[src/rtl/mini_cpu_pkg.sv]
// Shared MiniCPU definitions: bus field layout, default NOP/HALT codes and
// the sequencer state encoding.
package mini_cpu_pkg;

   localparam int WORD_W  = 12;
   localparam int CMD_MSB = 11;
   localparam int CMD_LSB = 8;
   localparam int OPND_W  = 8;

   localparam logic [WORD_W-1:0]      NOP_WORD_DEF = 12'h000;
   localparam logic [CMD_MSB-CMD_LSB:0] HALT_CMD_DEF = 4'hF;

   typedef enum logic [1:0] {
      ST_IDLE = 2'd0,
      ST_RUN  = 2'd1,
      ST_DONE = 2'd2
   } state_t;

   function automatic logic [CMD_MSB-CMD_LSB:0] cmd_of(input logic [WORD_W-1:0] w);
      return w[CMD_MSB:CMD_LSB];
   endfunction

endpackage

[src/rtl/mini_cpu_sequencer_prog_ram.sv]
// Program storage: register array, synchronous write, asynchronous read.
// The array is deliberately not reset; validity is tracked by the word count.
module prog_ram
   import mini_cpu_pkg::*;
#(
   parameter int DEPTH = 16,
   parameter int AW    = 4
) (
   input  logic              clk_i,
   input  logic              we_i,
   input  logic [AW-1:0]     waddr_i,
   input  logic [WORD_W-1:0] wdata_i,
   input  logic [AW-1:0]     raddr_i,
   output logic [WORD_W-1:0] rdata_o
);

   logic [WORD_W-1:0] mem_q [DEPTH];

   always_ff @(posedge clk_i) begin
      if (we_i) begin
         mem_q[waddr_i] <= wdata_i;
      end
   end

   assign rdata_o = mem_q[raddr_i];

endmodule

[src/rtl/mini_cpu_sequencer.sv]
// Replays a host-loaded program into the MiniCPU IN word, one word per cycle,
// with pause, in-program halt and abort; drives NOP whenever nothing issues.
module mini_cpu_sequencer
   import mini_cpu_pkg::*;
#(
   parameter int                DEPTH    = 16,
   parameter logic [WORD_W-1:0] NOP_WORD = NOP_WORD_DEF,
   parameter logic [3:0]        HALT_CMD = HALT_CMD_DEF,
   localparam int               AW       = (DEPTH > 1) ? $clog2(DEPTH) : 1
) (
   input  logic              CLK,
   input  logic              RST,
   input  logic              LOAD_VALID,
   input  logic [WORD_W-1:0] LOAD_DATA,
   output logic              LOAD_READY,
   input  logic              START,
   input  logic              PAUSE,
   input  logic              CLEAR,
   output logic [WORD_W-1:0] PROG_OUT,
   output logic              ISSUE,
   output logic [AW-1:0]     PC,
   output logic              BUSY,
   output logic              DONE,
   output logic [1:0]        DBG_STATE
);

   // Load handshake: a word transfers on an edge where LOAD_VALID & LOAD_READY.
   // LOAD_READY depends only on registered state (and RST), never on LOAD_VALID.

   localparam logic [AW:0] DEPTH_C = (AW+1)'(DEPTH);

   state_t            state_q;
   logic [AW-1:0]     pc_q;
   logic [AW:0]       count_q;
   logic [WORD_W-1:0] prog_out_q;
   logic              issue_q;

   logic              load_fire;
   logic [AW:0]       count_post;
   logic [WORD_W-1:0] rd_data;
   logic              last_word;

   assign LOAD_READY = (state_q == ST_IDLE) && (count_q < DEPTH_C) && !RST;
   // CLEAR wins over a same-cycle load, so the write is suppressed as well.
   assign load_fire  = LOAD_VALID && LOAD_READY && !CLEAR;
   assign count_post = count_q + {{AW{1'b0}}, load_fire};
   assign last_word  = ({1'b0, pc_q} == (count_q - 1'b1));

   prog_ram #(.DEPTH(DEPTH), .AW(AW)) u_ram (
      .clk_i   (CLK),
      .we_i    (load_fire),
      .waddr_i (count_q[AW-1:0]),
      .wdata_i (LOAD_DATA),
      .raddr_i (pc_q),
      .rdata_o (rd_data)
   );

   always_ff @(posedge CLK) begin
      if (RST) begin
         state_q    <= ST_IDLE;
         pc_q       <= '0;
         count_q    <= '0;
         prog_out_q <= NOP_WORD;
         issue_q    <= 1'b0;
      end else if (CLEAR) begin
         state_q    <= ST_IDLE;
         pc_q       <= '0;
         count_q    <= '0;
         prog_out_q <= NOP_WORD;
         issue_q    <= 1'b0;
      end else begin
         prog_out_q <= NOP_WORD;
         issue_q    <= 1'b0;
         case (state_q)
            ST_IDLE: begin
               count_q <= count_post;
               if (START && (count_post != '0)) begin
                  state_q <= ST_RUN;
                  pc_q    <= '0;
               end
            end
            ST_RUN: begin
               if (!PAUSE) begin
                  if (cmd_of(rd_data) == HALT_CMD) begin
                     state_q <= ST_DONE;
                  end else begin
                     prog_out_q <= rd_data;
                     issue_q    <= 1'b1;
                     if (last_word) begin
                        state_q <= ST_DONE;
                     end else begin
                        pc_q <= pc_q + 1'b1;
                     end
                  end
               end
            end
            ST_DONE: begin
               if (START) begin
                  state_q <= ST_RUN;
                  pc_q    <= '0;
               end
            end
            default: state_q <= ST_IDLE;
         endcase
      end
   end

   assign PROG_OUT  = prog_out_q;
   assign ISSUE     = issue_q;
   assign PC        = pc_q;
   assign BUSY      = (state_q == ST_RUN);
   assign DONE      = (state_q == ST_DONE);
   assign DBG_STATE = state_q;

endmodule
[config.mk]
export PLATFORM = sky130hd
export DESIGN_NAME = mini_cpu_sequencer
export DESIGN_NICKNAME = d
export VERILOG_FILES = /design/src/rtl/mini_cpu_pkg.sv /design/src/rtl/mini_cpu_sequencer_prog_ram.sv /design/src/rtl/mini_cpu_sequencer.sv
export SDC_FILE = /design/constraint.sdc
export NUM_CORES = 1
export LEC_CHECK = 0
export ABC_AREA = 1
export CORE_UTILIZATION = 25
export CTS_CLUSTER_DIAMETER = 40
export DETAILED_ROUTE_END_ITERATION = 10
export GPL_ROUTABILITY_DRIVEN = 0
export PLACE_DENSITY_LB_ADDON = 0.05
export SYNTH_ARGS = -nofsm -noshare
export SYNTH_HDL_FRONTEND = slang
export SYNTH_HIERARCHICAL = 1
export SYNTH_SLANG_ARGS = --single-unit
[constraint.sdc]
create_clock -name CLK -period 6.9 [get_ports CLK]
set_input_delay 1.035 -clock CLK [delete_from_list [all_inputs] [get_ports CLK]]
set_output_delay 1.035 -clock CLK [all_outputs]
set_load 0.1 [all_outputs]
# Word level (Yosys, flattened, before mapping)
# Memories as Yosys holds them, arrays and structs flattened. A register that Yosys moved wholly into a read port is not among the register bits.
# Index checks and enable logic that the tools add are counted.
[classes]
add_sub_neg = 3
order_cmp = 1
eq_ne = 10
n_mux = 17
bitwise_logic = 1
n_reduce_logical = 15
[op_table]
columns = ["cell", "n"]
rows = [
  ["2-to-1 mux 4 bit", 7],
  ["one-hot mux 4 bit (3 select lines)", 1],
  ["2-to-1 mux 2 bit", 5],
  ["!= test 2 bit (second input constant)", 4],
  ["one-hot mux 2 bit (3 select lines)", 1],
  ["AND reduction 6 bit", 1],
  ["adder 5 x 1 -> 5 bit", 1],
  ["== test 4 x 5 -> 1 bit", 1],
  ["logical AND 1 bit", 5],
  ["< comparator 5 bit (second input constant)", 1],
  ["nonzero test 5 bit", 1],
  ["OR reduction 5 bit", 1],
  ["subtractor 5 x 1 -> 5 bit (second input constant)", 1],
  ["adder 4 x 1 -> 4 bit (second input constant)", 1],
  ["== test 4 bit (second input constant)", 1],
  ["AND reduction 4 bit", 1],
  ["OR reduction 4 bit", 1],
  ["2-to-1 mux 1 bit", 3],
  ["!= test 3 x 1 -> 1 bit (second input constant)", 1],
  ["nonzero test 3 bit", 1],
  ["== test 2 x 1 -> 1 bit (second input constant)", 1],
  ["== test 2 bit (second input constant)", 1],
  ["zero test 1 bit", 2],
  ["zero test 2 bit", 1],
  ["3 further kinds", 3],
]
[word_totals]
reg_bits = 24
ram_bits = 192
in_bits = 18
output_inout_bits = 22
word_cells = 53
memories = 1
[memory_table]
columns = ["memory", "depth", "word_bits", "read_ports", "rd_ports_with_merged_regs", "write_ports", "line_no", "rtl"]
rows = [
  ["u_ram.mem_q", 16, 12, 1, 1, 1, "mini_cpu_sequencer_prog_ram.sv:17", "logic [WORD_W-1:0] mem_q [DEPTH];"],
]

# Logic depth before layout (Yosys ltp)
[logic_depth]
depth_word = 12
mapped_depth = 18
mapped_depth_nobuf = 18

# By module
# The synthesis kept the hierarchy.
[modules_own_cells]
columns = ["module", "n_inst", "cells_per_inst", "area_each_um2", "seq_area_each_um2"]
rows = [
  ["prog_ram", 1, 801, 8321.7, 5765.5],
  ["mini_cpu_sequencer", 1, 180, 1263.7, 480.5],
]

# Worst setup path before layout
# Ideal clock, no wire load.
[synth_path]
path_type = "register -> register"
startpoint = "reg state_q[0], in the netlist DBG_STATE[0]"
endpoint = "reg state_q[1], in the netlist DBG_STATE[1]"
setup_ps = 71
t_arrival_ps = 5173
required_time_ps = 6829
path_slack_ps = 1656
path_stages_with_launch = 17
path_buffers = 0
period_less_slack_ps = 5244
path_cell_list = "dfxtp_1 inv_1 ha_1 inv_1 nor3_1 nand2_1 nor2_1 ha_1 ha_1 or2_2 nor2_1 nand3_1 nand2_2 a21boi_1 nand2_1 nand2_1 a21oi_1"
[synth_between]
elab_chain_len = 10
elab_cells_between_ends = 16
cone_classes = "1 x add/sub; 6 x eq/ne; 1 x mux; 8 x reduce/logical"
[synth_lines]
columns = ["element", "line_no", "rtl"]
rows = [
  ["start: declaration", "mini_cpu_sequencer.sv:32", "state_t state_q;"],
  ["start signal: assignment", "mini_cpu_sequencer.sv:60", "state_q <= ST_IDLE;"],
  ["start signal: assignment", "mini_cpu_sequencer.sv:66", "state_q <= ST_IDLE;"],
  ["start signal: assignment", "mini_cpu_sequencer.sv:78", "state_q <= ST_RUN;"],
  ["zero test 2 bit", "mini_cpu_sequencer.sv:43", "assign LOAD_READY = (state_q == ST_IDLE) && (count_q < DEPTH_C) && !RST;"],
  ["logical AND 1 bit (2 in series)", "mini_cpu_sequencer.sv:43", ""],
  ["via LOAD_READY", "mini_cpu_sequencer.sv:15", "output logic LOAD_READY,"],
  ["logical AND 1 bit (2 in series)", "mini_cpu_sequencer.sv:45", "assign load_fire = LOAD_VALID && LOAD_READY && !CLEAR;"],
  ["via load_fire", "mini_cpu_sequencer.sv:38", "logic load_fire;"],
  ["adder 5 x 1 -> 5 bit", "mini_cpu_sequencer.sv:46", "assign count_post = count_q + {{AW{1'b0}}, load_fire};"],
  ["via count_post[1]", "mini_cpu_sequencer.sv:39", "logic [AW:0] count_post;"],
  ["nonzero test 5 bit", "mini_cpu_sequencer.sv:77", "if (START && (count_post != '0)) begin"],
  ["logical AND 1 bit", "mini_cpu_sequencer.sv:77", ""],
  ["!= test 2 x 1 -> 1 bit (no source line)", "--", ""],
  ["AND reduction 4 bit (no source line)", "--", ""],
]
# The timed path passes the listed nets, and every way through them passes these cells.
# A chain may end at the register's enable or synchronous reset.

# Worst setup path after layout
[layout_path]
startpoint = "reg state_q[0], in the netlist DBG_STATE[0]"
endpoint = "out LOAD_READY"
[layout_between]
elab_chain_len = 3
[layout_lines]
columns = ["element", "line_no"]
rows = [
  ["zero test 2 bit", "mini_cpu_sequencer.sv:43"],
  ["logical AND 1 bit (2 in series)", "mini_cpu_sequencer.sv:43"],
  ["end: declaration", "mini_cpu_sequencer.sv:15"],
]
# No other way between the ends.

==> impl_metrics.toml <==
[outcome]
outcome = "completed"

[place]
dp.cells = 1513
dpl_cell_area_um2 = 10600
post-dp-hpwl_um = 18100
numPortBuffers = 39

[synthesis]
yosysSeqAreaShare_pct = 65.2
synth.most_common_cell = "nand2_1"
avgSynthCellArea_um2 = 9.77
yosysWarnings = 6
synth_commonest_cells = "nand2_1 (295), edfxtp_1 (192), inv_1 (181)"
yosys-top-cells-area = "edfxtp_1 (60%), nand2_1 (12%), nand3_1 (8.3%), inv_1 (7.1%), dfxtp_1 (5.0%)"
synthFlopType = "edfxtp_1"
ys_ff_latch = 216
synth_cell_types = 29
synth_edf_count = 192
synth_top_area_share_pct = 60.1
synth_area_leader_cell = "edfxtp_1"
ys_async_sr_fraction_pct = 0
synth_cells = 981
syn_area_um2 = 9590
synth_nets = 1007

[cts]
numCtsBuffers = 44
clk_pin_slew_ps = 40
cts.sinks = 216
clock_path_buffers = 3
hold_buffers = 0
insertion_delay_ps = 530
cts_resized = 0
htree_levels = 2
cts_tree = "built"
postCtsSetupBuffers = 0
clock-root-buffer = "clkbuf_16"

[drt]
drt-wirelength-per-cell_um = 18.7
drt_iter0_drc = 459
drcViolationCount = 0
routed_wl_um = 29800
ant_nets = 0
firstDrtPassIters = 5
vias = 6769
via_per_inst = 4.25

[setup_path]
cp.required_ps = 5860
crit_top_cell = "inv_1"
cpPeakStageDelay_ps = 1180
cp_cell_sequence = "inv_1 > ha_1 > inv_1 > nor3_1 > clkdlybuf4s50_1"
crit_slowest_cell = "clkdlybuf4s50_1"
critPathLaunchType = "flop"
critPathCaptureType = "output pin"
path_max_fanout = 8
critical_path_class = "reg -> out"
worstPathArrival_ps = 2950

[floorplan]
die_h_um = 198
io_pins = 40
core_area_um2 = 37700
num_rows = 71
dieArea_um2 = 39100
initial_utilization_pct = 25.4
die-width_um = 198

[sta]
hold_ws_ps = 533
rsz0062_at_grt = "false"
slew_headroom_pct = 18.2
layout_min_cycle_time_ps = 3990
worstMarginPinSlew_ps = 1220
finalHoldViolCount = 0
period_share_pct = 57.8
skew_ps = 13.5
setup-violations-final = 0
tns_ps = 0
timing.final.max_slew_violations = 0
timing.fmax_mhz = 251

[finish]
layout.cells.non_filler = 1593
antenna_cells = 0
fillers = 3962
nNetsFinal = 1074
area_growth_pct = 26.0
drive_above_1_share_pct = 10.6
postLayoutCellArea_um2 = 12100

[grt]
grt_max_degree = 59
antenna_found_initial = 1
grt-ovfl-total = 0
grt_pass1_vias = 6646
grt_pass1_wl_um = 44100
track_usage_pct = 15.6

[worst_hold_path]
hold_path.class = "reg -> reg"

[power_and_ir_drop]
p_per_area_nw_per_um2 = 306
p_leak_nw = 5.09
vdd_drop_max_mv = 0.147

[job]
max_cap_violations = 0
==> layer usage <==
metal / wire length [um] / up-vias / GRT usage (%)
met3: 1240 / 47 / 2.38
met1: 14300 / 3273 / 21.9
met5: 0 / - / 0
li1: - / 3304 / -
met4: 565 / 0 / 4.57
met2: 13600 / 145 / 24.6
==> worst max-delay path: cells and delay by family (launching register included) <==
kind | cells | cell delay, ps
buffers and inverters | 3 | 1500
DFF | 1 | 350
adders and majority gates | 1 | 350
and+or+nand+nor | 1 | 230
==> logic make-up (layout without fill, tap and decap cells) <==
family,count (synthesis),after routing,share of synthesized area (%)
compound gates,19,19,1.19
xor+xnor,2,2,0.183
fa+ha+maj,8,8,1.04
buf+inv,223,324,9.58
flops,216,216,65.2
simple gates,513,513,22.8
==> power by group <==
| group | internal [mW] | switching (mW) |
|---|---|---|
| Sequential | 1.43 | 0.00438 |
| Clock | 1.43 | 0.718 |
| Combinational | 0.0320 | 0.0866 |
| Total | 2.89 | 0.809 |
==> area by class of cell <==
class,instances,area [um2],share of cell area (%)
sequential,216,6250,51.7
multi-input combinational,542,2430,20.1
clock buffer,52,1270,10.5
inverter,184,691,5.72
tap,511,639,5.29
timing repair buffer,60,548,4.54
clock inverter,28,255,2.11
==> metrics by stage <==
stage                     power (mW)  utilization, %  setup WS (ps)
after floorplan                 1.52               -           1660
after global placement          1.58            28.0           3000
after detailed placement        1.58            28.0           2990
after CTS                       3.76            32.1           2870
after global routing            3.82            32.1           2700
final                           3.70            32.1           2910
==> worst paths after layout <==
kind / start / endpoint / slack [ps] / depth (start not counted)
setup / recovery: DBG_STATE[0] / LOAD_READY / 2910 / 5
hold / removal: DBG_STATE[0] / DBG_STATE[0] / 530 / 2
setup reg to reg: PC[0] / PROG_OUT[4] / 3320 / 12
hold reg to reg: DBG_STATE[0] / DBG_STATE[0] / 530 / 2
==> registers in the layout (all words and copies together) (netlist names) <==
name	cells
count_q	5
PROG_OUT	12
ISSUE	1
DBG_STATE	2
PC	4
u_ram/mem_q	192
==> cell usage in the layout, fill, tap and decap left out, drive strengths merged <==
master / synthesis / final
nand2: 300 / 300
nor2: 43 / 43
edfxtp: 192 / 192
nand3: 160 / 160
inv: 184 / 189
buf: 34 / 21
a21oi: 13 / 13
o21ai: 3 / 3
nand4: 4 / 4
clkinv: 0 / 18
dfxtp: 24 / 24
clkdlybuf4s50: 0 / 39
nand3b: 2 / 2
xor2: 2 / 2
bufinv: 0 / 3
ha: 8 / 8
nor3: 1 / 1
clkbuf: 5 / 52
clkinvlp: 0 / 2
and3: 1 / 1
or2: 2 / 2
a21boi: 1 / 1
o211ai: 2 / 2
(Power assumes the default switching activity.)
